### src/rtl/uart_rom_loader.sv
// UART boot loader: 8N1 receiver plus framing FSM that writes little-endian 32-bit words into the ROM.
// Optional feature: define UART_LOADER_CKSUM_EN to require a trailing 8-bit checksum byte.
module uart_rom_loader #(
    parameter int unsigned DW          = 32,
    parameter int unsigned AW          = 32,
    parameter int unsigned CLK_FREQ    = 50_000_000,
    parameter int unsigned BAUD        = 115200,
    parameter int unsigned BASE_ADDR   = 0,
    parameter int unsigned MAX_WORDS   = 4096,
    parameter int unsigned TIMEOUT_CYC = 1_000_000
) (
    input  logic          clk,
    input  logic          rstn,
    input  logic          uart_rx,
    output logic          mem_we_o,
    output logic [AW-1:0] mem_addr_o,
    output logic [DW-1:0] mem_wdata_o,
    output logic          halt_req_o,
    output logic          reset_req_o,
    output logic          busy_o,
    output logic          err_o
);
    localparam int unsigned   CLKS_PER_BIT = CLK_FREQ / BAUD;
    localparam int unsigned   CW           = $clog2(CLKS_PER_BIT);
    localparam int unsigned   TW           = $clog2(TIMEOUT_CYC + 1);
    localparam logic [CW-1:0] BIT_LAST     = CW'(CLKS_PER_BIT - 1);
    localparam logic [CW-1:0] HALF_LAST    = CW'(CLKS_PER_BIT / 2 - 1);
    localparam logic [TW-1:0] TO_LAST      = TW'(TIMEOUT_CYC - 1);

    typedef enum logic [1:0] {
        RX_IDLE  = 2'd0,
        RX_START = 2'd1,
        RX_DATA  = 2'd2,
        RX_STOP  = 2'd3
    } rx_state_t;

    typedef enum logic [2:0] {
        P_IDLE = 3'd0,
        P_LEN0 = 3'd1,
        P_LEN1 = 3'd2,
        P_DATA = 3'd3,
        P_FIN  = 3'd4,
        P_DONE = 3'd5
    } p_state_t;

    function automatic logic [AW-1:0] word_addr(input logic [15:0] idx);
        return AW'(BASE_ADDR) + AW'({idx, 2'b00});
    endfunction

    function automatic logic [7:0] cksum_add(input logic [7:0] acc, input logic [7:0] b);
        return acc + b;
    endfunction

    rx_state_t     rx_state_r;
    logic          rx_meta_r, rx_sync_r, rx_prev_r;
    logic [CW-1:0] bit_cnt_r;
    logic [2:0]    bit_idx_r;
    logic [7:0]    rx_shift_r;
    logic [7:0]    rx_byte_r;
    logic          rx_valid_r;
    logic          rx_ferr_r;

    p_state_t      p_state_r;
    logic [15:0]   len_r;
    logic [15:0]   idx_r;
    logic [1:0]    byte_cnt_r;
    logic [DW-1:0] word_r;
    logic [TW-1:0] timer_r;

    logic [15:0]   len_full_s;
    logic [15:0]   idx_inc_s;
    logic [DW-1:0] word_next_s;

    assign len_full_s  = {rx_byte_r, len_r[7:0]};
    assign idx_inc_s   = idx_r + 16'd1;
    assign word_next_s = {rx_byte_r, word_r[DW-1:8]};

    // Two-flop synchroniser plus one delayed sample for falling-edge detection
    always_ff @(posedge clk or negedge rstn) begin
        if (!rstn) begin
            rx_meta_r <= 1'b1;
            rx_sync_r <= 1'b1;
            rx_prev_r <= 1'b1;
        end else begin
            rx_meta_r <= uart_rx;
            rx_sync_r <= rx_meta_r;
            rx_prev_r <= rx_sync_r;
        end
    end

    // Bit-level 8N1 receiver: start re-check at half bit, then sample at every bit centre
    always_ff @(posedge clk or negedge rstn) begin
        if (!rstn) begin
            rx_state_r <= RX_IDLE;
            bit_cnt_r  <= '0;
            bit_idx_r  <= 3'd0;
            rx_shift_r <= 8'd0;
            rx_byte_r  <= 8'd0;
            rx_valid_r <= 1'b0;
            rx_ferr_r  <= 1'b0;
        end else begin
            rx_valid_r <= 1'b0;
            rx_ferr_r  <= 1'b0;
            case (rx_state_r)
                RX_IDLE: begin
                    bit_cnt_r <= '0;
                    if (rx_prev_r && !rx_sync_r) begin
                        rx_state_r <= RX_START;
                    end else begin
                        rx_state_r <= RX_IDLE;
                    end
                end
                RX_START: begin
                    if (bit_cnt_r == HALF_LAST) begin
                        bit_cnt_r <= '0;
                        bit_idx_r <= 3'd0;
                        // A line that is already high again was only a glitch
                        rx_state_r <= rx_sync_r ? RX_IDLE : RX_DATA;
                    end else begin
                        bit_cnt_r <= bit_cnt_r + CW'(1);
                    end
                end
                RX_DATA: begin
                    if (bit_cnt_r == BIT_LAST) begin
                        bit_cnt_r  <= '0;
                        rx_shift_r <= {rx_sync_r, rx_shift_r[7:1]};
                        bit_idx_r  <= bit_idx_r + 3'd1;
                        if (bit_idx_r == 3'd7) begin
                            rx_state_r <= RX_STOP;
                        end
                    end else begin
                        bit_cnt_r <= bit_cnt_r + CW'(1);
                    end
                end
                RX_STOP: begin
                    if (bit_cnt_r == BIT_LAST) begin
                        bit_cnt_r  <= '0;
                        rx_state_r <= RX_IDLE;
                        if (rx_sync_r) begin
                            rx_valid_r <= 1'b1;
                            rx_byte_r  <= rx_shift_r;
                        end else begin
                            rx_ferr_r <= 1'b1;
                        end
                    end else begin
                        bit_cnt_r <= bit_cnt_r + CW'(1);
                    end
                end
                default: begin
                    rx_state_r <= RX_IDLE;
                end
            endcase
        end
    end

`ifdef UART_LOADER_CKSUM_EN
    logic [7:0] cksum_r;

    // Running sum of every byte that follows the sync byte
    always_ff @(posedge clk or negedge rstn) begin
        if (!rstn) begin
            cksum_r <= 8'd0;
        end else if (rx_valid_r) begin
            if (p_state_r == P_IDLE) begin
                cksum_r <= 8'd0;
            end else if (p_state_r == P_LEN0 || p_state_r == P_LEN1 || p_state_r == P_DATA) begin
                cksum_r <= cksum_add(cksum_r, rx_byte_r);
            end
        end
    end
`endif

    // Protocol FSM: sync, length, word assembly, ROM writes, completion and error exits
    always_ff @(posedge clk or negedge rstn) begin
        if (!rstn) begin
            p_state_r   <= P_IDLE;
            len_r       <= 16'd0;
            idx_r       <= 16'd0;
            byte_cnt_r  <= 2'd0;
            word_r      <= '0;
            timer_r     <= '0;
            mem_we_o    <= 1'b0;
            mem_addr_o  <= '0;
            mem_wdata_o <= '0;
            halt_req_o  <= 1'b0;
            reset_req_o <= 1'b0;
            busy_o      <= 1'b0;
            err_o       <= 1'b0;
        end else begin
            mem_we_o    <= 1'b0;
            reset_req_o <= 1'b0;
            if (p_state_r == P_IDLE || rx_valid_r) begin
                timer_r <= '0;
            end else begin
                timer_r <= timer_r + TW'(1);
            end

            if (rx_ferr_r || (p_state_r != P_IDLE && !rx_valid_r && timer_r == TO_LAST)) begin
                err_o      <= 1'b1;
                p_state_r  <= P_IDLE;
                halt_req_o <= 1'b0;
                busy_o     <= 1'b0;
            end else begin
                case (p_state_r)
                    P_IDLE: begin
                        if (rx_valid_r && rx_byte_r == 8'hA5) begin
                            p_state_r  <= P_LEN0;
                            err_o      <= 1'b0;
                            halt_req_o <= 1'b1;
                            busy_o     <= 1'b1;
                            idx_r      <= 16'd0;
                            byte_cnt_r <= 2'd0;
                        end
                    end
                    P_LEN0: begin
                        if (rx_valid_r) begin
                            len_r[7:0] <= rx_byte_r;
                            p_state_r  <= P_LEN1;
                        end
                    end
                    P_LEN1: begin
                        if (rx_valid_r) begin
                            len_r <= len_full_s;
                            if (32'(len_full_s) > MAX_WORDS) begin
                                err_o      <= 1'b1;
                                p_state_r  <= P_IDLE;
                                halt_req_o <= 1'b0;
                                busy_o     <= 1'b0;
                            end else if (len_full_s == 16'd0) begin
                                p_state_r <= P_FIN;
                            end else begin
                                p_state_r <= P_DATA;
                            end
                        end
                    end
                    P_DATA: begin
                        if (rx_valid_r) begin
                            if (byte_cnt_r == 2'd3) begin
                                mem_we_o    <= 1'b1;
                                mem_addr_o  <= word_addr(idx_r);
                                mem_wdata_o <= word_next_s;
                                idx_r       <= idx_inc_s;
                                byte_cnt_r  <= 2'd0;
                                if (idx_inc_s == len_r) begin
                                    p_state_r <= P_FIN;
                                end
                            end else begin
                                byte_cnt_r <= byte_cnt_r + 2'd1;
                                word_r     <= word_next_s;
                            end
                        end
                    end
                    P_FIN: begin
`ifdef UART_LOADER_CKSUM_EN
                        if (rx_valid_r) begin
                            if (rx_byte_r == cksum_r) begin
                                p_state_r   <= P_DONE;
                                reset_req_o <= 1'b1;
                            end else begin
                                err_o      <= 1'b1;
                                p_state_r  <= P_IDLE;
                                halt_req_o <= 1'b0;
                                busy_o     <= 1'b0;
                            end
                        end
`else
                        p_state_r   <= P_DONE;
                        reset_req_o <= 1'b1;
`endif
                    end
                    P_DONE: begin
                        p_state_r  <= P_IDLE;
                        halt_req_o <= 1'b0;
                        busy_o     <= 1'b0;
                    end
                    default: begin
                        p_state_r  <= P_IDLE;
                        halt_req_o <= 1'b0;
                        busy_o     <= 1'b0;
                    end
                endcase
            end
        end
    end
endmodule

### config.mk
export PLATFORM = sky130hd
export DESIGN_NAME = uart_rom_loader
export DESIGN_NICKNAME = d
export VERILOG_FILES = /design/src/rtl/uart_rom_loader.sv
export SDC_FILE = /design/constraint.sdc
export NUM_CORES = 1
export LEC_CHECK = 0
export CAP_MARGIN = 20
export CORE_UTILIZATION = 45
export DETAILED_ROUTE_END_ITERATION = 16
export PLACE_DENSITY = 0.65
export SYNTH_ARGS = -nofsm -noshare
export SYNTH_HDL_FRONTEND = slang
export SYNTH_SLANG_ARGS = --single-unit
export TNS_END_PERCENT = 20
### constraint.sdc
create_clock -name clk -period 5 [get_ports clk]
set_input_delay 1 -clock clk [delete_from_list [all_inputs] [get_ports clk]]
set_output_delay 1 -clock clk [all_outputs]
set_load 0.005 [all_outputs]
# After elaboration in Yosys (flattened, before gate mapping)
# Cells that the tools add are included.
dict set report classes {
  addsub 5
  order_cmp 1
  n_eq_ne 29
  n_mux 56
  bitwise_logic 3
  reduce_logical 30
}
# op n
set op_table {}
lappend op_table {{$mux 16} 3}
lappend op_table {{$mux 3} 11}
lappend op_table {{$pmux 16 s2} 1}
lappend op_table {{$reduce_and 4->1} 7}
lappend op_table {{$pmux 9 s3} 1}
lappend op_table {{$mux 1} 21}
lappend op_table {{$add 20x1->20 const B} 1}
lappend op_table {{$eq 20x20->1 const B} 1}
lappend op_table {{$mux 20} 1}
lappend op_table {{$mux 9} 2}
lappend op_table {{$ne 3x3->1 const B} 6}
lappend op_table {{$add 16x1->16 const B} 1}
lappend op_table {{$eq 16x16->1} 1}
lappend op_table {{$gt 16x13->1 const B} 1}
lappend op_table {{$logic_not 16->1} 1}
lappend op_table {{$mux 2} 8}
lappend op_table {{$pmux 8 s2} 1}
lappend op_table {{$pmux 3 s5} 1}
lappend op_table {{$ne 2x2->1 const B} 6}
lappend op_table {{$add 9x1->9 const B} 1}
lappend op_table {{$eq 9x8->1 const B} 1}
lappend op_table {{$eq 9x9->1 const B} 1}
lappend op_table {{$reduce_and 3->1} 3}
lappend op_table {{$eq 8x8->1 const B} 1}
lappend op_table {{other kinds (28)} 42}
dict set report totals {
  ff_bits 176
  inputBits 3
  out_inout_bits 69
  wordCells 147
}

# Logic depth before layout (Yosys ltp)
dict set report depth {
  ltp_word 7
  mapped_depth 9
  ltp_nobuf 8
}

# Worst setup path after synthesis
# Ideal clock, no wire load.
dict set report synth_path {
  kind {register to register}
  startpoint {reg idx_r[0]}
  endpoint {reg p_state_r[1]}
  setup_ns 0.124
  arrival_time_ns 2.380
  required_time_ns 4.876
  setup_slack_ns 2.496
  path_stages_with_launch 9
  path_buffers 0
  synth_period_minus_slack_ns 2.504
  cell_sequence {dfrtp_1 -> ha_1 -> nand3_1 -> o31a_1 -> or3_1 -> a21oi_1 -> o2111ai_1 -> nand4bb_1 -> a211o_1}
}
dict set report synth_via {
  elab_chain_cells 4
}
# element line
set synth_rtl {}
lappend synth_rtl {{start: declaration} 65} ;# logic [15:0] idx_r;
lappend synth_rtl {{start signal: assignment} 242} ;# idx_r <= idx_inc_s;
lappend synth_rtl {{$add 16x1->16} 75} ;# assign idx_inc_s = idx_r + 16'd1;
lappend synth_rtl {{$eq 16x16->1} 244} ;# if (idx_inc_s == len_r) begin
lappend synth_rtl {{$ne 3x3->1 (no source line)} -}
lappend synth_rtl {{$reduce_and 6->1 (no source line)} -}
lappend synth_rtl {{end signal: assignment} 245} ;# p_state_r <= P_FIN;
lappend synth_rtl {{end signal: assignment} 267} ;# p_state_r <= P_DONE;
lappend synth_rtl {{end signal: assignment} 272} ;# p_state_r <= P_IDLE;
lappend synth_rtl {{end: declaration} 63} ;# p_state_t p_state_r;
# No other way between the ends.
# A chain may end at the register's enable or synchronous reset.

# Worst setup path in the final report
dict set report layout_path {
  startpoint {reg idx_r[4]}
  endpoint {reg p_state_r[2]}
}
# The elaborated chain is that of the path after synthesis.

==> summary.txt <==
status: finished clean
Yosys top cell by area: dfrtp_1
fin crit period: 2940 ps
kind of cell adding the most delay to the critical path: simple AND/OR/NAND/NOR gates
CTS H-tree lvls: 4
Post-DRT Antenna Nets: 0
Gate Count Post-Synth: 769
Top FF cell, synth: dfrtp_1
Setup crit end kind: flop
post-synth top area share: 52.7%
initial antenna violation count: 0
max-slew violations: 0
Power Dens Cells: 316 nW/µm²
max cap viols: 0
most common cell after layout, fill and taps aside: nand2_1
crit path DAT: 3300 ps
Max transition margin: 29.1%
clock sink count: 168
largest net degree at the start of global routing: 118
total track usage: 19.0%
die area: 17900 µm²
Max Root-Sink Buffers: 2
Critical Path Start: idx_r[4]
Leak: 4.31 nW
setup violators final: 0
root buffer cell: clkbuf_16
WL/cell: 15.3 µm
slowest CP cell: or3_1
routed vias: 5523
Core ar.: 16800 µm²
Cells after DPL: 1009
switching share of power: 22.6%
CTS tree: built
Clk Latency, worst-skew pair: 430 ps
# diodes: 0
WP buf/inv: 0
FF+latch area: 4210 µm²
via density per instance: 5.30
clock share of power: 47.7%
register area share after synthesis: 53.7%
Worst Min Path Start: rx_meta_r
fin crit share: 58.8%
area of the multi-input gates: 3340 µm²
die width: 134 µm
Total Neg Setup Slack: 0 ps
f_max: 340 MHz
Psw: 0.649 mW
fill count: 1467
Adder-Cell Fraction of Synth Area: 1.28%
Initial Util: 46.7%
Congestion Overflow GR: 0
syn_area_per_cell: 10.2 µm²
Post-Synth Simple-Gate Area: 20.6%
Yosys cell types: 63
RSZ-0062 raised after global routing: false
Die Span Y: 134 µm
first-pass GRT wire length: 27000 µm
most frequent cells in the layout: nand2_1 (181), dfrtp_1 (165), nor2_1 (55), mux2_2 (55), clkdlybuf4s50_1 (54)
worst path cell trace: nand3_1, or3_1, or4b_1, a31oi_1, a41oi_1, nor4b_1, o221a_1
CTS buffer count: 17
port bufs: 55
Final Util: 54.2%
IO Pins: 72
post-cts resize count: 0
WS Path Type: reg -> reg
Cell Area, Synth: 7830 µm²
Post-Synth XOR/XNOR Area: 4.81%
drt drc: 0
RePlAce Congestion: 0.886
crit-path max cell delay: 560 ps
final net count: 821
first-iteration detailed-routing DRC count: 396
post-CTS setup buffers: 0
Yosys reg bits: 168
CP startpoint kind: flop
Req. time, crit path: 5360 ps
Hold-fix buffers, CTS: 0
vias in the first global route: 5329
Layout Cells excl Fill: 1043
number of flops mapped to enable cells by yosys: 0
crit-path max FO: 11
Final Skew: 9.44 ps
largest family of logic cells by synthesized area: simple AND/OR/NAND/NOR gates
Critical R2R Launch: idx_r[4]
Internal Power: 2.22 mW
Peak VDD IR: 0.270 mV
proportion of layout cells with a drive suffix above 1: 12.5%
# rows: 47
compound-cell area share of the yosys netlist: 6.92%
DP HPWL: 10300 µm
Final Hold Fails: 0
mux contribution to synthesized area: 8.29%
Comb pwr share: 3.1%
async set or reset register ratio after synthesis: 100%
synth-to-layout area growth: 15.9%
final wirelength: 15900 µm
Least-Margin Pin Slew: 1060 ps
min-delay worst type: reg -> reg
top post-synthesis cells by area: dfrtp_1 (53%), nand2_1 (8.7%), mux2_2 (7.9%)
Initial DRT Pass Iterations: 4
part of the power in registers: 49.2%
YS warnings: 0
Worst-path clk slew: 70 ps
## sequential cells by signal, indices dropped and copies added (netlist names), 2 cells and up, named ones only
name	cells
bit_cnt_r	9
bit_idx_r	3
byte_cnt_r	2
idx_r	16
len_r	16
mem_addr_o	16
mem_wdata_o	32
p_state_r	3
rx_byte_r	8
rx_shift_r	8
timer_r	20
word_r	24
## power groups by stage
stage	logic [mW]	clock network (mW)	registers, mW
2_1_floorplan	0.0619	0	1.43
3_3_place_gp	0.0868	0	1.44
3_5_place_dp	0.0886	0	1.44
4_1_cts	0.0897	1.39	1.41
5_1_grt	0.106	1.46	1.42
6_report	0.0894	1.37	1.41
## per-stage QoR
step	hold WS, ps	instance area [µm²]	total power, mW	worst slack [ps]
after floorplan	345	7890	1.49	2500
after global placement	346	8430	1.52	2250
after detailed placement	347	8430	1.53	2170
after CTS	362	9050	2.90	2150
after global routing	369	9080	2.98	1800
final	363	9080	2.87	2060
## path summary, 6_finish.rpt
kind                       cells past startpoint             end  slack (ps)
min in group asynchronous                      1  mem_wdata_o[1]         410
max reg2reg                                    7    p_state_r[2]        2060
min reg2reg                                    0       rx_sync_r         360
min                                            0       rx_sync_r         360
max                                            7    p_state_r[2]        2060
max in group asynchronous                      3       len_r[13]        3440
## area by class of cell
class / count / area share [%]
tap: 220 / 3.03
multi-input combinational: 554 / 36.8
inverter: 9 / 0.372
clock buffer: 20 / 4.92
clock inverter: 12 / 1.82
sequential: 168 / 46.3
timing repair buffer: 60 / 6.68
## Yosys cell counts, drive strengths merged, types with 2 or more instances
master,instances
nand2,181
dfrtp,165
mux2,55
nor2,55
buf,32
o21ai,32
xor2,26
nand3,23
clkbuf,21
xnor2,17
nand4,15
nor4,13
a21oi,10
nor2b,10
inv,9
ha,8
and3,7
nor3,7
o31ai,7
and2,6
o22ai,6
a31oi,5
a21o,4
and4,4
nand3b,4
dfstp,3
mux2i,3
nand4b,3
nor4b,3
o221a,3
or3,3
or4,3
a211o,2
a32oi,2
a41oi,2
nand2b,2
o2111ai,2
o21a,2
## kinds of logic after synthesis
kind of cell | count (synthesis)
and+or+nand+nor | 345
buffers and inverters | 62
xor gates and xnor gates | 43
AOI/OAI and AO/OA | 84
muxes | 58
adders and majority gates | 8
other | 1
DFF | 168
## layer usage
layer  vias to the layer above  share of wire (%)  GRT usage, %
li1                       2697                  -             -
met1                      2698                 47          26.5
met2                       105                 48          29.2
met3                        23                3.3          3.63
met4                         0                1.5          7.58
met5                         -                  0             0
Power figures use the tool's default switching activity.
